`src/rtl/boot_loader.sv`:
```
// boot_loader: receives a length-prefixed UART program, writes it into instruction memory and releases the core.
// Optional feature macro BOOT_CHECKSUM_EN: a trailing XOR checksum byte must follow the payload.
module boot_loader #(
    parameter int unsigned ADDR_W    = 14,
    parameter int unsigned MAX_WORDS = 16384,
    parameter logic [7:0]  ACK_BYTE  = 8'hAA,
    parameter logic [7:0]  NAK_BYTE  = 8'h55
) (
    input  logic              clk,
    input  logic              reset,
    input  logic [7:0]        rdata,
    input  logic              rdata_ready,
    input  logic              ferr,
    input  logic              tx_busy,
    output logic [7:0]        sdata,
    output logic              tx_start,
    output logic              imem_we,
    output logic [ADDR_W-1:0] imem_addr,
    output logic [31:0]       imem_wdata,
    output logic              core_rstn,
    output logic              load_done,
    output logic              load_err,
    output logic [31:0]       word_count,
    output logic [7:0]        ferr_count
);

    typedef enum logic [2:0] {HDR, LOAD, ACK, ACKWAIT, RUN, ERR} state_t;

    localparam logic [31:0]       MAX_N    = 32'(MAX_WORDS);
    localparam logic [ADDR_W-1:0] ADDR_ONE = {{(ADDR_W-1){1'b0}}, 1'b1};
    localparam logic [ADDR_W:0]   CNT_ONE  = {{ADDR_W{1'b0}}, 1'b1};

    state_t            state_q, state_d;
    logic [1:0]        bytePos_q, bytePos_d;
    logic [23:0]       asm_q, asm_d;
    logic [ADDR_W:0]   wrCount_q, wrCount_d;
    logic              nakDone_q, nakDone_d;
`ifdef BOOT_CHECKSUM_EN
    logic [7:0]        csum_q, csum_d;
    logic              chkPhase_q, chkPhase_d;
`endif

    logic [7:0]        sdata_q, sdata_d;
    logic              txStart_q, txStart_d;
    logic              imemWe_q, imemWe_d;
    logic [ADDR_W-1:0] imemAddr_q, imemAddr_d;
    logic [31:0]       imemWdata_q, imemWdata_d;
    logic              coreRstn_q, coreRstn_d;
    logic              loadDone_q, loadDone_d;
    logic              loadErr_q, loadErr_d;
    logic [31:0]       wordCount_q, wordCount_d;
    logic [7:0]        ferrCount_q, ferrCount_d;

    logic              goodByte;
    logic              badByte;
    logic [31:0]       hdrNext;
    logic [31:0]       asmNext;
    logic              lastWord;

    assign goodByte = rdata_ready && !ferr;
    assign badByte  = rdata_ready && ferr;
    assign hdrNext  = {wordCount_q[23:0], rdata};
    assign asmNext  = {asm_q, rdata};
    assign lastWord = ((32'(wrCount_q) + 32'd1) == wordCount_q);

    always_ff @(posedge clk) begin
        if (!reset) begin
            state_q     <= HDR;
            bytePos_q   <= 2'd0;
            asm_q       <= '0;
            wrCount_q   <= '0;
            nakDone_q   <= 1'b0;
`ifdef BOOT_CHECKSUM_EN
            csum_q      <= 8'h00;
            chkPhase_q  <= 1'b0;
`endif
            sdata_q     <= 8'h00;
            txStart_q   <= 1'b0;
            imemWe_q    <= 1'b0;
            imemAddr_q  <= '0;
            imemWdata_q <= 32'h0;
            coreRstn_q  <= 1'b0;
            loadDone_q  <= 1'b0;
            loadErr_q   <= 1'b0;
            wordCount_q <= 32'h0;
            ferrCount_q <= 8'h00;
        end else begin
            state_q     <= state_d;
            bytePos_q   <= bytePos_d;
            asm_q       <= asm_d;
            wrCount_q   <= wrCount_d;
            nakDone_q   <= nakDone_d;
`ifdef BOOT_CHECKSUM_EN
            csum_q      <= csum_d;
            chkPhase_q  <= chkPhase_d;
`endif
            sdata_q     <= sdata_d;
            txStart_q   <= txStart_d;
            imemWe_q    <= imemWe_d;
            imemAddr_q  <= imemAddr_d;
            imemWdata_q <= imemWdata_d;
            coreRstn_q  <= coreRstn_d;
            loadDone_q  <= loadDone_d;
            loadErr_q   <= loadErr_d;
            wordCount_q <= wordCount_d;
            ferrCount_q <= ferrCount_d;
        end
    end

    always_comb begin
        state_d     = state_q;
        bytePos_d   = bytePos_q;
        asm_d       = asm_q;
        wrCount_d   = wrCount_q;
        nakDone_d   = nakDone_q;
`ifdef BOOT_CHECKSUM_EN
        csum_d      = csum_q;
        chkPhase_d  = chkPhase_q;
`endif
        sdata_d     = sdata_q;
        txStart_d   = 1'b0;
        imemWe_d    = 1'b0;
        // The address shows the written word during the strobe and moves on afterwards.
        imemAddr_d  = imemWe_q ? (imemAddr_q + ADDR_ONE) : imemAddr_q;
        imemWdata_d = imemWdata_q;
        coreRstn_d  = coreRstn_q;
        loadDone_d  = loadDone_q;
        loadErr_d   = loadErr_q;
        wordCount_d = wordCount_q;
        ferrCount_d = ferrCount_q;

        if ((state_q == HDR || state_q == LOAD) && badByte && ferrCount_q != 8'hFF) begin
            ferrCount_d = ferrCount_q + 8'd1;
        end

        case (state_q)
            HDR: begin
                if (goodByte) begin
                    wordCount_d = hdrNext;
                    bytePos_d   = bytePos_q + 2'd1;
                    if (bytePos_q == 2'd3) begin
                        if (hdrNext == 32'h0) begin
`ifdef BOOT_CHECKSUM_EN
                            state_d    = LOAD;
                            chkPhase_d = 1'b1;
`else
                            state_d    = ACK;
`endif
                        end else if (hdrNext > MAX_N) begin
                            state_d   = ERR;
                            loadErr_d = 1'b1;
                        end else begin
                            state_d    = LOAD;
                            imemAddr_d = '0;
                            wrCount_d  = '0;
                        end
                    end
                end
            end

            LOAD: begin
`ifdef BOOT_CHECKSUM_EN
                if (goodByte && chkPhase_q) begin
                    chkPhase_d = 1'b0;
                    if (rdata == csum_q) begin
                        state_d = ACK;
                    end else begin
                        state_d   = ERR;
                        loadErr_d = 1'b1;
                    end
                end else
`endif
                if (goodByte) begin
                    asm_d     = asmNext[23:0];
                    bytePos_d = bytePos_q + 2'd1;
`ifdef BOOT_CHECKSUM_EN
                    csum_d    = csum_q ^ rdata;
`endif
                    if (bytePos_q == 2'd3) begin
                        imemWe_d    = 1'b1;
                        imemWdata_d = asmNext;
                        wrCount_d   = wrCount_q + CNT_ONE;
                        if (lastWord) begin
`ifdef BOOT_CHECKSUM_EN
                            chkPhase_d = 1'b1;
`else
                            state_d    = ACK;
`endif
                        end
                    end
                end
            end

            ACK: begin
                if (!tx_busy) begin
                    sdata_d   = loadErr_q ? NAK_BYTE : ACK_BYTE;
                    txStart_d = 1'b1;
                    state_d   = ACKWAIT;
                end
            end

            // The transmitter only raises busy after seeing the start pulse, so skip that cycle.
            ACKWAIT: begin
                if (!txStart_q && !tx_busy) begin
                    if (loadErr_q) begin
                        state_d   = ERR;
                        nakDone_d = 1'b1;
                    end else begin
                        state_d    = RUN;
                        coreRstn_d = 1'b1;
                        loadDone_d = 1'b1;
                    end
                end
            end

            RUN: begin
                state_d = RUN;
            end

            ERR: begin
                if (!nakDone_q) begin
                    state_d = ACK;
                end
            end

            default: begin
                state_d = HDR;
            end
        endcase
    end

    assign sdata      = sdata_q;
    assign tx_start   = txStart_q;
    assign imem_we    = imemWe_q;
    assign imem_addr  = imemAddr_q;
    assign imem_wdata = imemWdata_q;
    assign core_rstn  = coreRstn_q;
    assign load_done  = loadDone_q;
    assign load_err   = loadErr_q;
    assign word_count = wordCount_q;
    assign ferr_count = ferrCount_q;

endmodule
```
`config.mk`:
```
export PLATFORM = sky130hd
export DESIGN_NAME = boot_loader
export DESIGN_NICKNAME = d
export VERILOG_FILES = /design/src/rtl/boot_loader.sv
export SDC_FILE = /design/constraint.sdc
export NUM_CORES = 1
export LEC_CHECK = 0
export CORE_AREA = 2 2 110 112
export DETAILED_ROUTE_END_ITERATION = 16
export DIE_AREA = 0 0 112 114
export MAX_ROUTING_LAYER = met4
export PLACE_DENSITY_LB_ADDON = 0.1
export SKIP_CTS_REPAIR_TIMING = 1
export SLEW_MARGIN = 40
export SYNTH_ARGS = -nofsm -noshare
export SYNTH_HDL_FRONTEND = slang
export SYNTH_SLANG_ARGS = --single-unit
```
`constraint.sdc`:
```
create_clock -name clk -period 3 [get_ports clk]
set_input_delay 0.6 -clock clk [delete_from_list [all_inputs] [get_ports clk]]
set_output_delay 0.6 -clock clk [all_outputs]
set_load 0.02 [all_outputs]
```
==> qor.yml <==
outcome: "completed"
arrival_ns: 2.98
first_global_vias: 5108
crit_required_ns: 3.30
relSlewSlack_pct: 60.1
setup_tns_ns: 0
cts_tree: "built"
grt_pass1_wl_um: 25300
cts_buffers: 17
io_pins: 112
port_buffers: 111
p_leak_nw: 2.64
synth_top_cell_area_share_pct: 46.2
finalHoldViolCount: 0
dp_hpwl_um: 10300
ys_types: 50
cts-root-buf: "clkbuf_16"
clock_skew_ns: 0.00728
yosysWarnings: 0
grt_max_degree: 59
drc: 0
gp_congestion: 0.945
cts.clk_slew.worst_paths_ns: 0.06
final.min_clock_period_ns: 2.68
crit_start: "wrCount_q[0]"
hp-class: "reg -> reg"
maxCapViolCount: 0
drtIter0Drc: 479
rr_endpoint: "state_q[0]"
reg2reg_depth: 8
reg2reg_slack_ns: 0.32
clockBufferDepth: 2
insertion_delay_ns: 0.42
nets: 864
drt_first_pass_iters: 5
drv_slew: 0
diodes: 0
synth_area_um2: 5930
vias_per_cell: 5.54
critPathLaunchType: "flip-flop"
endpoint: "state_q[0]"
layout-drive-gt1-share_pct: 6.17
synth.avg_cell_area_um2: 7.80
core_area_um2: 11700
timing.fmax_mhz: 373
yosys-top-cells-area: "dfxtp_1, nand2_1, a21oi_1"
htreeDepth: 4
area.growth.synth_to_final_pct: 30.6
synthMostInstantiatedCell: "nand2_1"
fp.dieH_um: 114
timing.final.setup_violations: 0
utilization_pct: 66.2
fp-row-count: 40
rr_startpoint: "wrCount_q[0]"
yosysTopAreaCell: "dfxtp_1"
numClockSinks: 137
synth_edf_count: 0
antenna_found_initial: 0
p_per_area_nw_per_um2: 547
rsz0062_at_grt: "false"
wl_per_cell_um: 15.3
synth-async-reset-ratio_pct: 0
netlist_instances: 761
drt_wl_total_um: 15400
ys_seq_area_share_pct: 46.2
synth_fp_nets: 778
grtUsageTotal_pct: 25.2
tightest_slew_ns: 0.598
crit_path_end_kind: "flip-flop"
synthTopCellsByCount: "nand2_1, dfxtp_1, a21oi_1, nor2_1, clkbuf_1"
ys_seq_elements: 137
finalCritPeriodShare_pct: 89.3
critPathMaxFanout: 9
antenna_left: 0
peakVddDrop_v: 0.000625
synth_flop_cell: "dfxtp_1"
path_class: "reg -> reg"
die_w_um: 112
grt_overflow: 0
die_area_um2: 12800
vias: 5574
start_util_pct: 50.7
[power breakdown]
group,internal [mW],switching (mW),total (mW)
Clock,1.43,0.771,2.21
Combinational,0.0703,0.106,0.177
Sequential,1.83,0.0226,1.85
[flip-flops by register name, indices dropped and copies added (netlist names)]
name	cells
nakDone_q	1
wrCount_q	15
imem_addr	14
imem_we	1
imem_wdata	32
state_q	3
load_done	1
asm_q	24
sdata	2
ferr_count	8
load_err	1
tx_start	1
word_count	32
bytePos_q	2
[kinds of logic after synthesis]
family                   share of synthesized area (%)
multiplexers                                      1.77
flip-flops                                        46.2
XOR/XNOR                                          5.46
buffers and inverters                             4.55
AO/OA/AOI/OAI                                     14.1
adder cells (fa/ha/maj)                          0.843
AND/OR/NAND/NOR                                   27.0
[cells in the final DEF, fill, tap and decap left out, types with 15 or more instances in the layout]
master	instances
nand4_1	16
nor2_1	56
clkbuf_16	17
clkdlybuf4s50_1	111
nand3_1	15
xor2_1	19
xnor2_1	18
a21oi_1	111
nand2_1	200
dfxtp_1	137
[per-stage QoR]
step | power, mW | hold WS, ns | instance area (um2) | setup slack, ns | cells
floorplan | 1.99 | 0.432 | 5930 | 0.754 | 761
global placement | 2.06 | 0.442 | 7120 | 0.313 | 975
detailed placement | 2.07 | 0.446 | 7120 | 0.210 | 975
CTS | 4.27 | 0.454 | 7750 | 0.359 | 1006
global route | 4.38 | 0.473 | 7750 | 0.0752 | 1006
finish | 4.24 | 0.451 | 7750 | 0.321 | 1006
[metal layers]
metal	routed length (um)	track usage (%)	vias to the layer above	share of wire, %
met1	6740	32.0	2594	44
met3	952	6.22	31	6.2
met2	7350	39.3	203	48
met4	307	9.19	0	2.0
met5	0	-	-	0
li1	-	-	2746	-
[how the worst min path moves through the flow]
stage	to	startpoint	cells past startpoint	slack [ns]
finish	imem_wdata[28]	imem_wdata[28]	2	0.45
global route	imem_wdata[1]	imem_wdata[1]	2	0.47
CTS	imem_wdata[31]	imem_wdata[31]	2	0.45
detailed placement	imem_wdata[31]	imem_wdata[31]	2	0.45
global placement	imem_wdata[25]	asm_q[17]	2	0.44
floorplan	imem_wdata[24]	asm_q[16]	2	0.43
[final cells by class]
cell class,instances,area [um2]
Fill cell,1042,3960
Multi-Input combinational cell,561,2930
Sequential cell,137,2740
Timing Repair Buffer,123,1240
Clock buffer,21,460
Tap cell,147,184
Clock inverter,10,168
Inverter,7,27.5
[worst max-delay path, stage by stage (launching register included)]
cell	delay, ns
dfxtp_1	0.50
ha_1	0.30
nand3_1	0.29
nor3_1	0.45
xnor2_1	0.17
nor2_1	0.07
a2111oi_2	0.44
a31oi_4	0.18
mux2i_1	0.15
(Power assumes the default switching activity.)
